===== config.mk =====
export PLATFORM = sky130hd
export DESIGN_NAME = gbf_flgact_pingpong_flat
export DESIGN_NICKNAME = d
export VERILOG_FILES = /design/src/rtl/gbf_flgact_pingpong_if.sv /design/src/rtl/gbf_flgact_pingpong.sv /design/src/flat_wrapper.sv
export SDC_FILE = /design/constraint.sdc
export NUM_CORES = 2
export LEC_CHECK = 0
export BUFFER_PORTS_ARGS = -buffer_cell sky130_fd_sc_hd__buf_2
export CAP_MARGIN = 20
export CORE_MARGIN = 2
export CORE_UTILIZATION = 28
export CTS_CLUSTER_SIZE = 30
export DETAILED_ROUTE_END_ITERATION = 10
export PLACE_DENSITY = 0.48
export SYNTH_ARGS = -nofsm -noshare
export SYNTH_HDL_FRONTEND = slang
export SYNTH_SLANG_ARGS = --single-unit

===== constraint.sdc =====
create_clock -name clk -period 3.6 [get_ports clk]
set_input_delay 0.72 -clock clk [delete_from_list [all_inputs] [get_ports clk]]
set_output_delay 0.72 -clock clk [all_outputs]
set_load 0.02 [all_outputs]

===== src/rtl/gbf_flgact_pingpong_if.sv =====
// Producer/consumer bundle for the GBF flag/activation ping-pong buffer.
// The buffer takes the slave side; the loader and PE fetch logic take master.
interface gbf_flgact_pingpong_if #(
    parameter int SRAM_DEPTH_BIT = 6,
    parameter int SRAM_WIDTH     = 28,
    parameter int NUM_BANK       = 2
) ();
    logic                          wr_valid;
    logic                          wr_ready;
    logic [SRAM_WIDTH-1:0]         wr_data;
    logic                          wr_last;
    logic                          rd_valid;
    logic                          rd_ready;
    logic [SRAM_DEPTH_BIT-1:0]     rd_addr;
    logic [SRAM_WIDTH-1:0]         rd_data;
    logic                          rd_data_valid;
    logic                          rd_done;
    logic [SRAM_DEPTH_BIT:0]       rd_len;
    logic [$clog2(NUM_BANK+1)-1:0] full_cnt;

    modport master (
        output wr_valid, wr_data, wr_last, rd_valid, rd_addr, rd_done,
        input  wr_ready, rd_ready, rd_data, rd_data_valid, rd_len, full_cnt
    );

    modport slave (
        input  wr_valid, wr_data, wr_last, rd_valid, rd_addr, rd_done,
        output wr_ready, rd_ready, rd_data, rd_data_valid, rd_len, full_cnt
    );
endinterface


===== src/rtl/gbf_flgact_pingpong.sv =====
// Rotating multi-bank tile buffer between the GBF flag/activation loader and
// the PE-array flag fetch. Tiles fill banks in order; the consumer randomly
// reads the oldest completed tile and releases it with rd_done. Because the
// write bank is never full and the read bank always is, the two ports never
// touch the same bank in one cycle.
module gbf_flgact_pingpong #(
    parameter int SRAM_DEPTH_BIT = 6,
    parameter int SRAM_DEPTH     = 2**SRAM_DEPTH_BIT,
    parameter int SRAM_WIDTH     = 28,
    parameter int NUM_BANK       = 2
) (
    input logic                   clk,
    input logic                   rst,
    gbf_flgact_pingpong_if.slave  bus
);

    localparam int BANK_W = (NUM_BANK > 1) ? $clog2(NUM_BANK) : 1;
    localparam int LEN_W  = SRAM_DEPTH_BIT + 1;
    localparam int CNT_W  = $clog2(NUM_BANK + 1);
    localparam logic [BANK_W-1:0]         LAST_BANK = BANK_W'(NUM_BANK - 1);
    localparam logic [SRAM_DEPTH_BIT-1:0] LAST_ADDR = SRAM_DEPTH_BIT'(SRAM_DEPTH - 1);

    logic [SRAM_WIDTH-1:0]     mem [NUM_BANK][SRAM_DEPTH];
    logic [NUM_BANK-1:0]       full;
    logic [LEN_W-1:0]          len [NUM_BANK];
    logic [BANK_W-1:0]         wr_bank;
    logic [BANK_W-1:0]         rd_bank;
    logic [SRAM_DEPTH_BIT-1:0] wr_cnt;
    logic [CNT_W-1:0]          full_cnt;
    logic [SRAM_WIDTH-1:0]     rd_data;
    logic                      rd_data_valid;

    logic wr_fire;
    logic wr_close;
    logic rd_fire;
    logic rd_release;

    // Bank pointers wrap at NUM_BANK, which need not be a power of two.
    function automatic logic [BANK_W-1:0] next_bank(input logic [BANK_W-1:0] b);
        return (b == LAST_BANK) ? '0 : b + 1'b1;
    endfunction

    // Handshakes depend only on registered bank state.
    assign bus.wr_ready = !full[wr_bank];
    assign bus.rd_ready = full[rd_bank];
    assign bus.rd_len   = full[rd_bank] ? len[rd_bank] : '0;
    assign bus.full_cnt = full_cnt;
    assign bus.rd_data       = rd_data;
    assign bus.rd_data_valid = rd_data_valid;

    // Fire/close/release qualifiers; a tile also closes when the bank is at capacity.
    always_comb begin
        wr_fire    = bus.wr_valid && !full[wr_bank];
        wr_close   = wr_fire && (bus.wr_last || (wr_cnt == LAST_ADDR));
        rd_fire    = bus.rd_valid && full[rd_bank];
        rd_release = bus.rd_done && full[rd_bank];
    end

    // Pointer, full-flag, length and occupancy bookkeeping.
    always_ff @(posedge clk) begin
        if (rst) begin
            wr_bank  <= '0;
            rd_bank  <= '0;
            wr_cnt   <= '0;
            full     <= '0;
            full_cnt <= '0;
            for (int b = 0; b < NUM_BANK; b++) begin
                len[b] <= '0;
            end
        end else begin
            if (wr_fire) begin
                if (wr_close) begin
                    wr_cnt       <= '0;
                    wr_bank      <= next_bank(wr_bank);
                    len[wr_bank] <= {1'b0, wr_cnt} + LEN_W'(1);
                end else begin
                    wr_cnt <= wr_cnt + 1'b1;
                end
            end
            if (rd_release) begin
                rd_bank <= next_bank(rd_bank);
            end
            // Closing and releasing always hit different banks, so the order here is moot.
            for (int b = 0; b < NUM_BANK; b++) begin
                if (wr_close && (wr_bank == BANK_W'(b))) begin
                    full[b] <= 1'b1;
                end else if (rd_release && (rd_bank == BANK_W'(b))) begin
                    full[b] <= 1'b0;
                end
            end
            case ({wr_close, rd_release})
                2'b10:   full_cnt <= full_cnt + 1'b1;
                2'b01:   full_cnt <= full_cnt - 1'b1;
                default: full_cnt <= full_cnt;
            endcase
        end
    end

    // Bank memory write port; contents are intentionally not reset.
    always_ff @(posedge clk) begin
        if (!rst && wr_fire) begin
            mem[wr_bank][wr_cnt] <= bus.wr_data;
        end
    end

    // Registered read port; out-of-range addresses return whatever the bank holds.
    always_ff @(posedge clk) begin
        if (rst) begin
            rd_data       <= '0;
            rd_data_valid <= 1'b0;
        end else begin
            rd_data_valid <= rd_fire;
            if (rd_fire) begin
                rd_data <= mem[rd_bank][bus.rd_addr];
            end
        end
    end

endmodule


===== src/flat_wrapper.sv =====
// flat-port wrapper written by rule: the top's interface ports become plain ports
module gbf_flgact_pingpong_flat 
#(
    parameter int SRAM_DEPTH_BIT = 6,
    parameter int SRAM_DEPTH     = 2**SRAM_DEPTH_BIT,
    parameter int SRAM_WIDTH     = 28,
    parameter int NUM_BANK       = 2
)
  (clk, rst, bus_wr_valid, bus_wr_data, bus_wr_last, bus_rd_valid, bus_rd_addr, bus_rd_done, bus_wr_ready, bus_rd_ready, bus_rd_data, bus_rd_data_valid, bus_rd_len, bus_full_cnt);
  gbf_flgact_pingpong_if #(.SRAM_DEPTH_BIT(SRAM_DEPTH_BIT), .SRAM_WIDTH(SRAM_WIDTH), .NUM_BANK(NUM_BANK)) bus_i ();
  input logic clk;
  input logic rst;
  input wire logic [$bits(bus_i.wr_valid)-1:0] bus_wr_valid;
  input wire logic [$bits(bus_i.wr_data)-1:0] bus_wr_data;
  input wire logic [$bits(bus_i.wr_last)-1:0] bus_wr_last;
  input wire logic [$bits(bus_i.rd_valid)-1:0] bus_rd_valid;
  input wire logic [$bits(bus_i.rd_addr)-1:0] bus_rd_addr;
  input wire logic [$bits(bus_i.rd_done)-1:0] bus_rd_done;
  output wire logic [$bits(bus_i.wr_ready)-1:0] bus_wr_ready;
  output wire logic [$bits(bus_i.rd_ready)-1:0] bus_rd_ready;
  output wire logic [$bits(bus_i.rd_data)-1:0] bus_rd_data;
  output wire logic [$bits(bus_i.rd_data_valid)-1:0] bus_rd_data_valid;
  output wire logic [$bits(bus_i.rd_len)-1:0] bus_rd_len;
  output wire logic [$bits(bus_i.full_cnt)-1:0] bus_full_cnt;
  assign bus_i.wr_valid = bus_wr_valid;
  assign bus_i.wr_data = bus_wr_data;
  assign bus_i.wr_last = bus_wr_last;
  assign bus_i.rd_valid = bus_rd_valid;
  assign bus_i.rd_addr = bus_rd_addr;
  assign bus_i.rd_done = bus_rd_done;
  assign bus_wr_ready = bus_i.wr_ready;
  assign bus_rd_ready = bus_i.rd_ready;
  assign bus_rd_data = bus_i.rd_data;
  assign bus_rd_data_valid = bus_i.rd_data_valid;
  assign bus_rd_len = bus_i.rd_len;
  assign bus_full_cnt = bus_i.full_cnt;
  gbf_flgact_pingpong #(.SRAM_DEPTH_BIT(SRAM_DEPTH_BIT), .SRAM_DEPTH(SRAM_DEPTH), .SRAM_WIDTH(SRAM_WIDTH), .NUM_BANK(NUM_BANK)) u_core (.clk(clk), .rst(rst), .bus(bus_i));
endmodule

==> reports/qor.csv <==
metric,value,unit
htree depth,5,
Crit-path slowest cell,mux4_2,
Place WS,-0.633,ns
number of max-cap violations,0,
ys async rst share,0,%
vias in the first global route,70200,
WP buf/inv,4,
RePlAce Congestion,0.837,
Vias per Instance,4.97,
Max Transition Viols Final,0,
status,finished clean,
# IOs,80,
sequential fraction of the synthesis area,78.2,%
Post-Syn Area,139000,um2
Worst R2R Path Depth,10,
die width,709,um
root cell of the clock tree,clkbuf_16,
most frequent cells in the layout,"3,598 x edfxtp_1, 853 x mux4_2, 484 x buf_4, 399 x clkbuf_16, 302 x mux2i_1",
Syn Area/Cell,22.5,um2
Final Worst Setup Slack,0.0763,ns
global route overflow,0,
Die ar.,503000,um2
DP Wirelength,258000,um
row count,258,
Area Growth Syn to Fin,19.9,%
initial antenna violation count,44,
"Arr. time, crit path",4.36,ns
Clock Skews,0.0807,ns
CP required,4.44,ns
vias,69300,
clock-pin slew on the worst setup and hold paths,0.07,ns
DR pass1 iterations,6,
TNS Setup,0,ns
fin nets,7001,
crit-path max FO,58,
Hold WC Path Type,in2reg,
CP Class,reg2reg,
unrepaired setup endpoints after global routing,false,
TritonCTS Buffers,395,
DRC Markers,0,
reg2reg end,u_core.bus.rd_data[4],
core area,495000,um2
pwr dens,551,nW/um2
Post-synth top flop,edfxtp_1,
cell leakage power,50.9,nW
Final Setup Violations,0,
first-pass GRT wire length,588000,um
worst-margin pin slew,1.27,ns
largest net degree at the start of global routing,129,
Gate Count Post-Synth,6187,
worst-case clock buffer depth,4,
starting density of the core,28.1,%
CP Depth,10,
worst reg2reg setup slack,0.08,ns
Clock Latency Late Sink,0.97,ns
"FF+latch count, synth",3640,
fmax,284,MHz
syn_nets,6231,
Port Buffers,79,
Post-Route WL,429000,um
relative max-transition margin,15.1,%
"commonest non-fill, non-tap cell in the layout",edfxtp_1,
CTS Sinks,3640,
routed len/inst,30.8,um
max incr delay on CP,0.58,ns
Yosys cell types,63,
most frequent CP cell,buf_4,
First DRT Iteration DRCs,8369,
CP Capture Point,u_core.bus.rd_data[4],
share of layout cells above drive strength 1,31.7,%
startpoint types,register,
Setup crit end kind,register,
DIE HEIGHT,709,um
"EDFF count, synth",3598,
"Cell Chain, Critical Path","buf_4, buf_4, buf_4, buf_16, mux4_2, nand2_1, nand2_1, a22oi_1, o2111ai_1, a221o_1",
Ys Warns,0,
Tot GR Track Use,16.7,%
endpoints failing hold,0,
Worst IR Drop VDD,0.390,mV
ANT nets after route,0,
Final Critical Period,3.52,ns
Final period util,97.9,%
Crit path max-delay family,compound AO/OA/AOI/OAI gates,
TritonCTS clock tree,built,
-- state kept, by name, summed over array words and instances (netlist names), named ones only --
| register | count |
|---|---|
| u_core.bus.full_cnt | 2 |
| u_core.bus.rd_data | 28 |
| u_core.bus.rd_data_valid | 1 |
| u_core.full | 2 |
| u_core.len | 14 |
| u_core.mem | 3584 |
| u_core.rd_bank | 1 |
| u_core.wr_bank | 1 |
| u_core.wr_cnt | 6 |
-- Yosys cell counts, drive strengths merged (9+ instances only) --
cell type | n | area (um2)
edfxtp | 3598 | 108000
mux4 | 853 | 19200
mux2i | 304 | 3040
buf | 241 | 1670
nor2 | 214 | 803
a22oi | 108 | 811
clkbuf | 107 | 402
nand2 | 105 | 394
o21ai | 92 | 460
o22ai | 90 | 563
a21oi | 69 | 345
nand3 | 67 | 335
dfxtp | 42 | 841
a31oi | 23 | 144
o221ai | 22 | 193
a211oi | 20 | 150
nor2b | 19 | 119
nor3 | 19 | 95.1
a221oi | 18 | 158
mux2 | 15 | 169
a22o | 14 | 123
o211ai | 13 | 97.6
nand4 | 12 | 75.1
o2111ai | 11 | 96.3
and2 | 9 | 56.3
-- cells by family after synthesis --
logic type	after synthesis	synth area share, %
buf+inv	358	1.52
flops	3640	78.2
compound gates	530	2.57
mux	1172	16.1
simple gates	476	1.50
fa+ha+maj	4	0.0360
xor+xnor	7	0.0440
-- worst register-to-register path, cell delays in order, from the launching register on --
cell       delay (ns)
dfxtp_4          0.45
buf_4            0.21
buf_4            0.24
buf_4            0.21
buf_16           0.35
mux4_2           0.68
nand2_1          0.13
nand2_1          0.12
a22oi_1          0.37
o2111ai_1        0.32
a221o_1          0.36
-- worst min-delay path by stage --
stage,start,endpoint,slack [ns],depth (start not counted)
floorplan,u_core.full[0],u_core.full[0],0.45,2
global placement,u_core.bus.full_cnt[1],u_core.bus.full_cnt[1],0.47,2
detailed placement,u_core.bus.full_cnt[1],u_core.bus.full_cnt[1],0.49,2
CTS,bus_wr_last,u_core.wr_cnt[4],0.03,3
global route,bus_wr_last,u_core.wr_cnt[4],0.09,3
finish,bus_wr_last,u_core.wr_cnt[4],0.12,3
-- power by group --
group          internal, mW  switching [mW]  total [mW]  leakage (nW)
Combinational          2.00            3.36        5.36          12.0
Sequential             46.6          0.0978        46.7          32.7
Clock                  22.9            16.9        39.8          6.18
-- layout make-up --
cell class                      instances  area [um2]
Timing Repair Buffer                  721        7610
Inverter                               10        45.0
Fill cell                           46400      328000
Sequential cell                      3640      109000
Clock buffer                          503       10500
Antenna cell                           18        45.0
Multi-Input combinational cell       2189       29300
Tap cell                             6630        8300
Clock inverter                        223        2230
-- metal layers --
metal	wire length [um]	GRT usage (%)
met3	28800	2.65
met5	50	0
met1	180000	22.9
met2	207000	27.6
met4	12600	4.50
-- stage by stage --
step                utilization (%)  total power [mW]  hold slack [ns]  area (um2)  std cells
detailed placement             31.1              53.0            0.493      154000      13200
CTS                            33.7              92.8           0.0297      167000      13900
global route                   33.7              94.6           0.0906      167000      13900
finish                         33.7              91.9            0.115      167000      13900
floorplan                         -              50.1            0.447      139000       6187
global placement               31.1              53.0            0.468      154000      13200
-- timing repair --
| action | 4_1_cts | 5_1_grt |
|---|---|---|
| buffers inserted | 3 | 0 |
| cloned | 1 | 0 |
| endpoints found under the setup margin | 9 | 6 |
| gates resized for setup | 9 | 5 |
| hold buffers | 1 | 0 |
| hold endpoints to repair | 10 | 0 |
Power figures use the tool's default switching activity.
